File: src/rtl/spi_slave_core.sv
// spi_slave_core
// SPI slave running on the system clock. sck/csn/mosi are synchronised and
// edge-detected; CPOL/CPHA are latched at each frame start. Words of DATA_W
// bits move to/from the core over valid/ready handshakes through a one-word
// TX buffer and a one-word RX holding register.
//
// Ports:
//   clk, resetn            system clock, async active-low reset
//   cpol, cpha             SPI mode, latched when csn falls
//   sck, csn, mosi         asynchronous pad inputs
//   miso, miso_oe          registered pad outputs
//   tx_data/valid/ready    TX word handshake into the one-word buffer
//   rx_data/valid/ready    RX word handshake out of the holding register
//   tx_underrun            pulse: word load found the TX buffer empty
//   rx_overrun             pulse: word completed while rx_valid was held
//   frame_abort            pulse: csn rose with a partial word
module spi_slave_core #(
    parameter int DATA_W      = 8,
    parameter int SYNC_STAGES = 2
) (
    input  logic              clk,
    input  logic              resetn,
    input  logic              cpol,
    input  logic              cpha,
    input  logic              sck,
    input  logic              csn,
    input  logic              mosi,
    output logic              miso,
    output logic              miso_oe,
    input  logic [DATA_W-1:0] tx_data,
    input  logic              tx_valid,
    output logic              tx_ready,
    output logic [DATA_W-1:0] rx_data,
    output logic              rx_valid,
    input  logic              rx_ready,
    output logic              tx_underrun,
    output logic              rx_overrun,
    output logic              frame_abort
);

    localparam int CNT_W = $clog2(DATA_W);
    localparam logic [CNT_W-1:0] LAST = CNT_W'(DATA_W - 1);

    typedef enum logic {IDLE, ACTIVE} state_t;

    state_t state, state_next;

    logic [SYNC_STAGES-1:0] sck_sync, csn_sync, mosi_sync;
    logic sck_s, csn_s, mosi_s, sck_d, csn_d;
    logic cpol_q, cpha_q;
    logic [CNT_W-1:0] bit_cnt;
    logic [DATA_W-1:0] tx_sr, buf_q;
    logic buf_full;
    logic [DATA_W-2:0] rx_sr;
    logic [DATA_W-1:0] rx_word;

    logic csn_fall, csn_rise, sck_rise, sck_fall;
    logic lead_edge, trail_edge, sample_edge, shift_edge;
    logic start, stop, sample, shift, load, word_done, tx_write;

    // Synchronisers; reset to 0 so a csn held low across reset does not
    // look like a fresh frame start.
    always_ff @(posedge clk or negedge resetn) begin
        if (!resetn) begin
            sck_sync  <= '0;
            csn_sync  <= '0;
            mosi_sync <= '0;
            sck_d     <= 1'b0;
            csn_d     <= 1'b0;
        end else begin
            sck_sync  <= {sck_sync[SYNC_STAGES-2:0], sck};
            csn_sync  <= {csn_sync[SYNC_STAGES-2:0], csn};
            mosi_sync <= {mosi_sync[SYNC_STAGES-2:0], mosi};
            sck_d     <= sck_s;
            csn_d     <= csn_s;
        end
    end

    assign sck_s  = sck_sync[SYNC_STAGES-1];
    assign csn_s  = csn_sync[SYNC_STAGES-1];
    assign mosi_s = mosi_sync[SYNC_STAGES-1];

    assign csn_fall = csn_d & ~csn_s;
    assign csn_rise = ~csn_d & csn_s;
    assign sck_rise = ~sck_d & sck_s;
    assign sck_fall = sck_d & ~sck_s;

    assign lead_edge   = cpol_q ? sck_fall : sck_rise;
    assign trail_edge  = cpol_q ? sck_rise : sck_fall;
    assign sample_edge = cpha_q ? trail_edge : lead_edge;
    assign shift_edge  = cpha_q ? lead_edge : trail_edge;

    // FSM: state register
    always_ff @(posedge clk or negedge resetn) begin
        if (!resetn) state <= IDLE;
        else         state <= state_next;
    end

    // FSM: next state
    always_comb begin
        state_next = state;
        case (state)
            IDLE:    if (csn_fall) state_next = ACTIVE;
            ACTIVE:  if (csn_rise) state_next = IDLE;
            default: state_next = IDLE;
        endcase
    end

    // FSM: per-cycle datapath controls
    always_comb begin
        start  = 1'b0;
        stop   = 1'b0;
        sample = 1'b0;
        shift  = 1'b0;
        load   = 1'b0;
        case (state)
            IDLE: begin
                if (csn_fall) begin
                    start = 1'b1;
                    load  = ~cpha;   // live input: cpha_q is latched this cycle
                end
            end
            ACTIVE: begin
                if (csn_rise) begin
                    stop = 1'b1;
                end else if (sample_edge) begin
                    sample = 1'b1;
                end else if (shift_edge) begin
                    // bit_cnt==0 on a shift edge is the word boundary in both
                    // phases: after the last sample (CPHA=0) or before the
                    // first sample (CPHA=1).
                    if (bit_cnt == '0) load  = 1'b1;
                    else               shift = 1'b1;
                end
            end
            default: ;
        endcase
    end

    assign word_done = sample && (bit_cnt == LAST);
    assign rx_word   = {rx_sr, mosi_s};
    assign tx_write  = tx_valid && !buf_full;

    always_ff @(posedge clk or negedge resetn) begin
        if (!resetn) begin
            cpol_q      <= 1'b0;
            cpha_q      <= 1'b0;
            bit_cnt     <= '0;
            tx_sr       <= '0;
            buf_q       <= '0;
            buf_full    <= 1'b0;
            rx_sr       <= '0;
            rx_data     <= '0;
            rx_valid    <= 1'b0;
            tx_underrun <= 1'b0;
            rx_overrun  <= 1'b0;
            frame_abort <= 1'b0;
        end else begin
            tx_underrun <= 1'b0;
            rx_overrun  <= 1'b0;
            frame_abort <= 1'b0;

            if (start) begin
                cpol_q  <= cpol;
                cpha_q  <= cpha;
                bit_cnt <= '0;
            end

            if (stop) begin
                if (bit_cnt != '0) frame_abort <= 1'b1;
                bit_cnt <= '0;
            end

            if (sample) begin
                rx_sr   <= rx_word[DATA_W-2:0];
                bit_cnt <= word_done ? '0 : bit_cnt + 1'b1;
            end

            // Completion in the same cycle as acceptance refills the slot.
            if (word_done && (!rx_valid || rx_ready)) begin
                rx_data  <= rx_word;
                rx_valid <= 1'b1;
            end else begin
                if (word_done)            rx_overrun <= 1'b1;
                if (rx_valid && rx_ready) rx_valid   <= 1'b0;
            end

            if (load) begin
                if (buf_full) begin
                    tx_sr <= buf_q;
                end else begin
                    tx_sr       <= '0;
                    tx_underrun <= 1'b1;
                end
            end else if (shift) begin
                tx_sr <= {tx_sr[DATA_W-2:0], 1'b0};
            end

            // A write racing a load into an empty buffer lands after the
            // load has already underrun.
            if (tx_write) buf_q <= tx_data;
            if (load && buf_full) buf_full <= 1'b0;
            else if (tx_write)    buf_full <= 1'b1;
        end
    end

    assign miso     = tx_sr[DATA_W-1];
    assign miso_oe  = (state == ACTIVE);
    assign tx_ready = ~buf_full;

endmodule

File: config.mk
export PLATFORM = sky130hd
export DESIGN_NAME = spi_slave_core
export DESIGN_NICKNAME = d
export VERILOG_FILES = /design/src/rtl/spi_slave_core.sv
export SDC_FILE = /design/constraint.sdc
export NUM_CORES = 1
export LEC_CHECK = 0
export BUFFER_PORTS_ARGS = -buffer_cell sky130_fd_sc_hd__buf_2
export CAP_MARGIN = 15
export CORE_MARGIN = 1
export CORE_UTILIZATION = 26
export DETAILED_ROUTE_END_ITERATION = 7
export GPL_TIMING_DRIVEN = 0
export MAX_ROUTING_LAYER = met4
export PLACE_DENSITY = 0.44
export REMOVE_ABC_BUFFERS = 1
export SLEW_MARGIN = 0
export SYNTH_ARGS = -nofsm -noshare
export SYNTH_HDL_FRONTEND = slang
export SYNTH_SLANG_ARGS = --single-unit
File: constraint.sdc
create_clock -name clk -period 1.9 [get_ports clk]
set_clock_uncertainty 0.05 [all_clocks]
set_input_delay 0.285 -clock clk [delete_from_list [all_inputs] [get_ports clk]]
set_output_delay 0.285 -clock clk [all_outputs]
set_load 0.02 [all_outputs]
==> metrics <==
run status complete, no violations; critical path capture point type register; Via-to-Cell Ratio 4.231; clock tree root driver cell sky130_fd_sc_hd__clkbuf_8; vias in the first global route approximately 1.3k; clock transition at the registers of the reported paths approximately 80 ps; Global Route met1 Usage a little over an eighth; Worst slew margin 63.30%; final design instance area without fill approximately 0.0025 mm2; vertical extent of the die around 90 um; fraction of final layout cells sized beyond drive strength 1 37.50%; DRT Pass-1 Iters 4; busiest layer in global routing met2; Layout Cells excl Fill approximately 300; RSZ-0062 raised after global routing yes; sequential area share after synthesis between 60% and 70%; starting utilization of the core area 27.32%; type of the worst min-delay path primary input to register; peak per-stage delay on the critical path about 420 ps; DRC marker count from the first detailed-route iteration between 40 and 50; Post-synth EDFFs 0; remaining global-route overflow 0; final routed wire length divided by cell count ~12 um; Port Buffer Count 31; routability cong. about 0.64; detailed placer's ending HPWL between 2 and 2.5 mm; met2 Resource Use GR around 16%; Fmax 549.0 MHz; Buffers & Inverters on Critical Path 0; Clock Sink Count 50; detailed-route via count 1265; average instance area after synthesis approximately 13 um2; critical path required time around 2000 ps; Die X-Extent about 90 um; total wirelength of the detailed-routed design ~3.5 mm; crit-path leading delay family compound AO/OA/AOI/OAI gates; series of cell instances along the critical path xnor2_2 -> mux2_4 -> a32oi_4 -> o221ai_1; # H-tree levels 2; power per cell area roughly 1100 mW/mm2; critical-path maximum fanout 8; placeable core region between 0.007 and 0.008 mm2; fraction of met3 tracks used by global routing under 10%; master of the slowest instance on the critical path sky130_fd_sc_hd__dfrtp_1; boundary pin count 32; largest net degree at the start of global routing slightly above 50; # rows 31; antenna cell count 0; final hold vios 0; drt drc 0; number of different library cells in the post-synthesis netlist 30; data arrival time of the worst path around 1900 ps; Die Footprint roughly 0.008 mm2; clock network latency to the later pin of the worst-skew pair approximately 300 ps; #FFs+latches synth 50; Longest Clk Path Bufs 2; number of buffers added by the clock tree synthesis step 5; max-slew violation count 0; number of antenna violations at the first check in global routing 0; number of maximum-capacitance violations 0; Syn. warnings 0; shortest period the worst path allows around 1800 ps; global routing usage summed across all routing layers 10.17%; Layout Area Growth over Synthesis 22.44%; leak pwr around 1.2 nW; critical path class register to register; slew at the pin closest to its max-slew limit 548.0 ps; Post-DRT Antenna Nets 0; IR Drop Worst-Case VDD about 0.47 mV; Total Nets Final approximately 220; global-route wire length before repair roughly 6.4 mm; final setup vio count 0; part of the cycle the worst path needs 95.86%; clock tree from TritonCTS done; async set or reset register ratio after synthesis 100.0%; number of placed instances with taps included about 290; DP Area about 0.0023 mm2; number of instances in the synthesized netlist approximately 160; top_reg_cell synth sky130_fd_sc_hd__dfrtp_1; post-synthesis instance area approximately 0.002 mm2; startpoint kind of the worst setup timing path register
worst paths after layout:
path / start / end / slack [ps] / cells after the start
setup / recovery: cpha_q$_DFFE_PN0P_ / tx_sr[5]$_DFFE_PN0P_ / 80 / 4
min in group asynchronous: resetn / buf_q[4]$_DFFE_PN0P_ / 420 / 2
max in group asynchronous: resetn / mosi_sync[0]$_DFF_PN0_ / 850 / 3
hold / removal: mosi / mosi_sync[0]$_DFF_PN0_ / 40 / 1
hold reg to reg: mosi_sync[0]$_DFF_PN0_ / mosi_sync[1]$_DFF_PN0_ / 300 / 0
setup reg to reg: cpha_q$_DFFE_PN0P_ / tx_sr[5]$_DFFE_PN0P_ / 80 / 4
cells in the final DEF (no fill, tap or decap), drive strengths merged, types with 2 or more instances in the layout:
| cell | Yosys | final |
|---|---|---|
| and2b | 3 | 3 |
| nor4 | 2 | 2 |
| inv | 21 | 21 |
| nand2 | 10 | 10 |
| o221ai | 7 | 7 |
| a22o | 2 | 2 |
| nand3 | 7 | 7 |
| o21ai | 8 | 8 |
| dfrtp | 50 | 50 |
| nor3 | 2 | 2 |
| buf | 1 | 36 |
| clkbuf | 2 | 7 |
| a21o | 4 | 4 |
| ha | 3 | 3 |
| mux2 | 18 | 18 |
| nor2b | 3 | 3 |
| nor2 | 5 | 5 |
cells by family after synthesis:
group | share of synthesized area, %
compound gates | 9.386
xor+xnor | 0.8082
fa+ha+maj | 1.865
buf+inv | 4.537
flops | 62.15
mux | 10.94
simple gates | 10.32
cell usage after synthesis, drive strengths merged, types with 3 or more instances:
master | n | area [um2]
and2b | 3 | 26.28
nand3 | 7 | 35.03
nor2 | 5 | 18.77
o21ai | 8 | 40.04
mux2 | 18 | 206.4
a21o | 4 | 30.03
nand2 | 10 | 37.54
o221ai | 7 | 61.31
dfrtp | 50 | 1251
nor2b | 3 | 18.77
inv | 21 | 78.83
ha | 3 | 37.54
flip-flops by register name, indices dropped and copies added (netlist names):
signal       flops
cpha_q           1
rx_sr            7
buf_full         1
rx_overrun       1
sck_sync         2
sck_d            1
rx_data          8
buf_q            8
bit_cnt          3
csn_d            1
csn_sync         2
miso_oe          1
tx_underrun      1
rx_valid         1
mosi_sync        2
frame_abort      1
tx_sr            8
cpol_q           1
metrics by stage:
step           util [%]  TNS, ps  power (mW)  setup slack [ps]  hold slack [ps]
6_report          33.45        0       2.767             78.66            38.17
5_1_grt           33.45   -12.70       2.985            -5.271            27.59
4_1_cts           32.56        0       2.795             57.16            26.26
3_5_place_dp      30.93    -2100       2.125            -148.3            284.7
3_3_place_gp      30.93    -2382       2.112            -185.7            282.5
2_1_floorplan         -        0       1.930             116.8           -60.59
cell type report:
| class | count | area, um2 |
|---|---|---|
| Inverter | 21 | 78.83 |
| Sequential cell | 50 | 1251 |
| Multi-Input combinational cell | 84 | 704.4 |
| Clock inverter | 1 | 5.005 |
| Fill cell | 775 | 4905 |
| Clock buffer | 7 | 86.33 |
| Tap cell | 99 | 123.9 |
| Timing Repair Buffer | 37 | 215.2 |
per-layer routing:
metal / up-vias / routed length (um)
met5: - / 0
met4: 0 / 36
met3: 4 / 177
met2: 29 / 1615
met1: 606 / 1693
li1: 626 / -
worst register-to-register path, cell delays in order, from the launching register on:
cell and delay (ps):
sky130_fd_sc_hd__dfrtp_1 420, sky130_fd_sc_hd__xnor2_2 250, sky130_fd_sc_hd__mux2_4 370, sky130_fd_sc_hd__a32oi_4 400
sky130_fd_sc_hd__o221ai_1 200
power breakdown:
group	internal, mW	switching (mW)
clock	0.294	0.335
combinational	0.307	0.350
sequential	1.33	0.154
timing repair:
action                                  4_1_cts  5_1_grt
hold endpoints to repair                      0       19
cloned                                        0        0
setup buffers                                 2        2
pin swaps                                     1        2
hold buffers                                  0        1
endpoints found under the setup margin       21       17
gates resized for setup                       2        5
(Power assumes the default switching activity.)
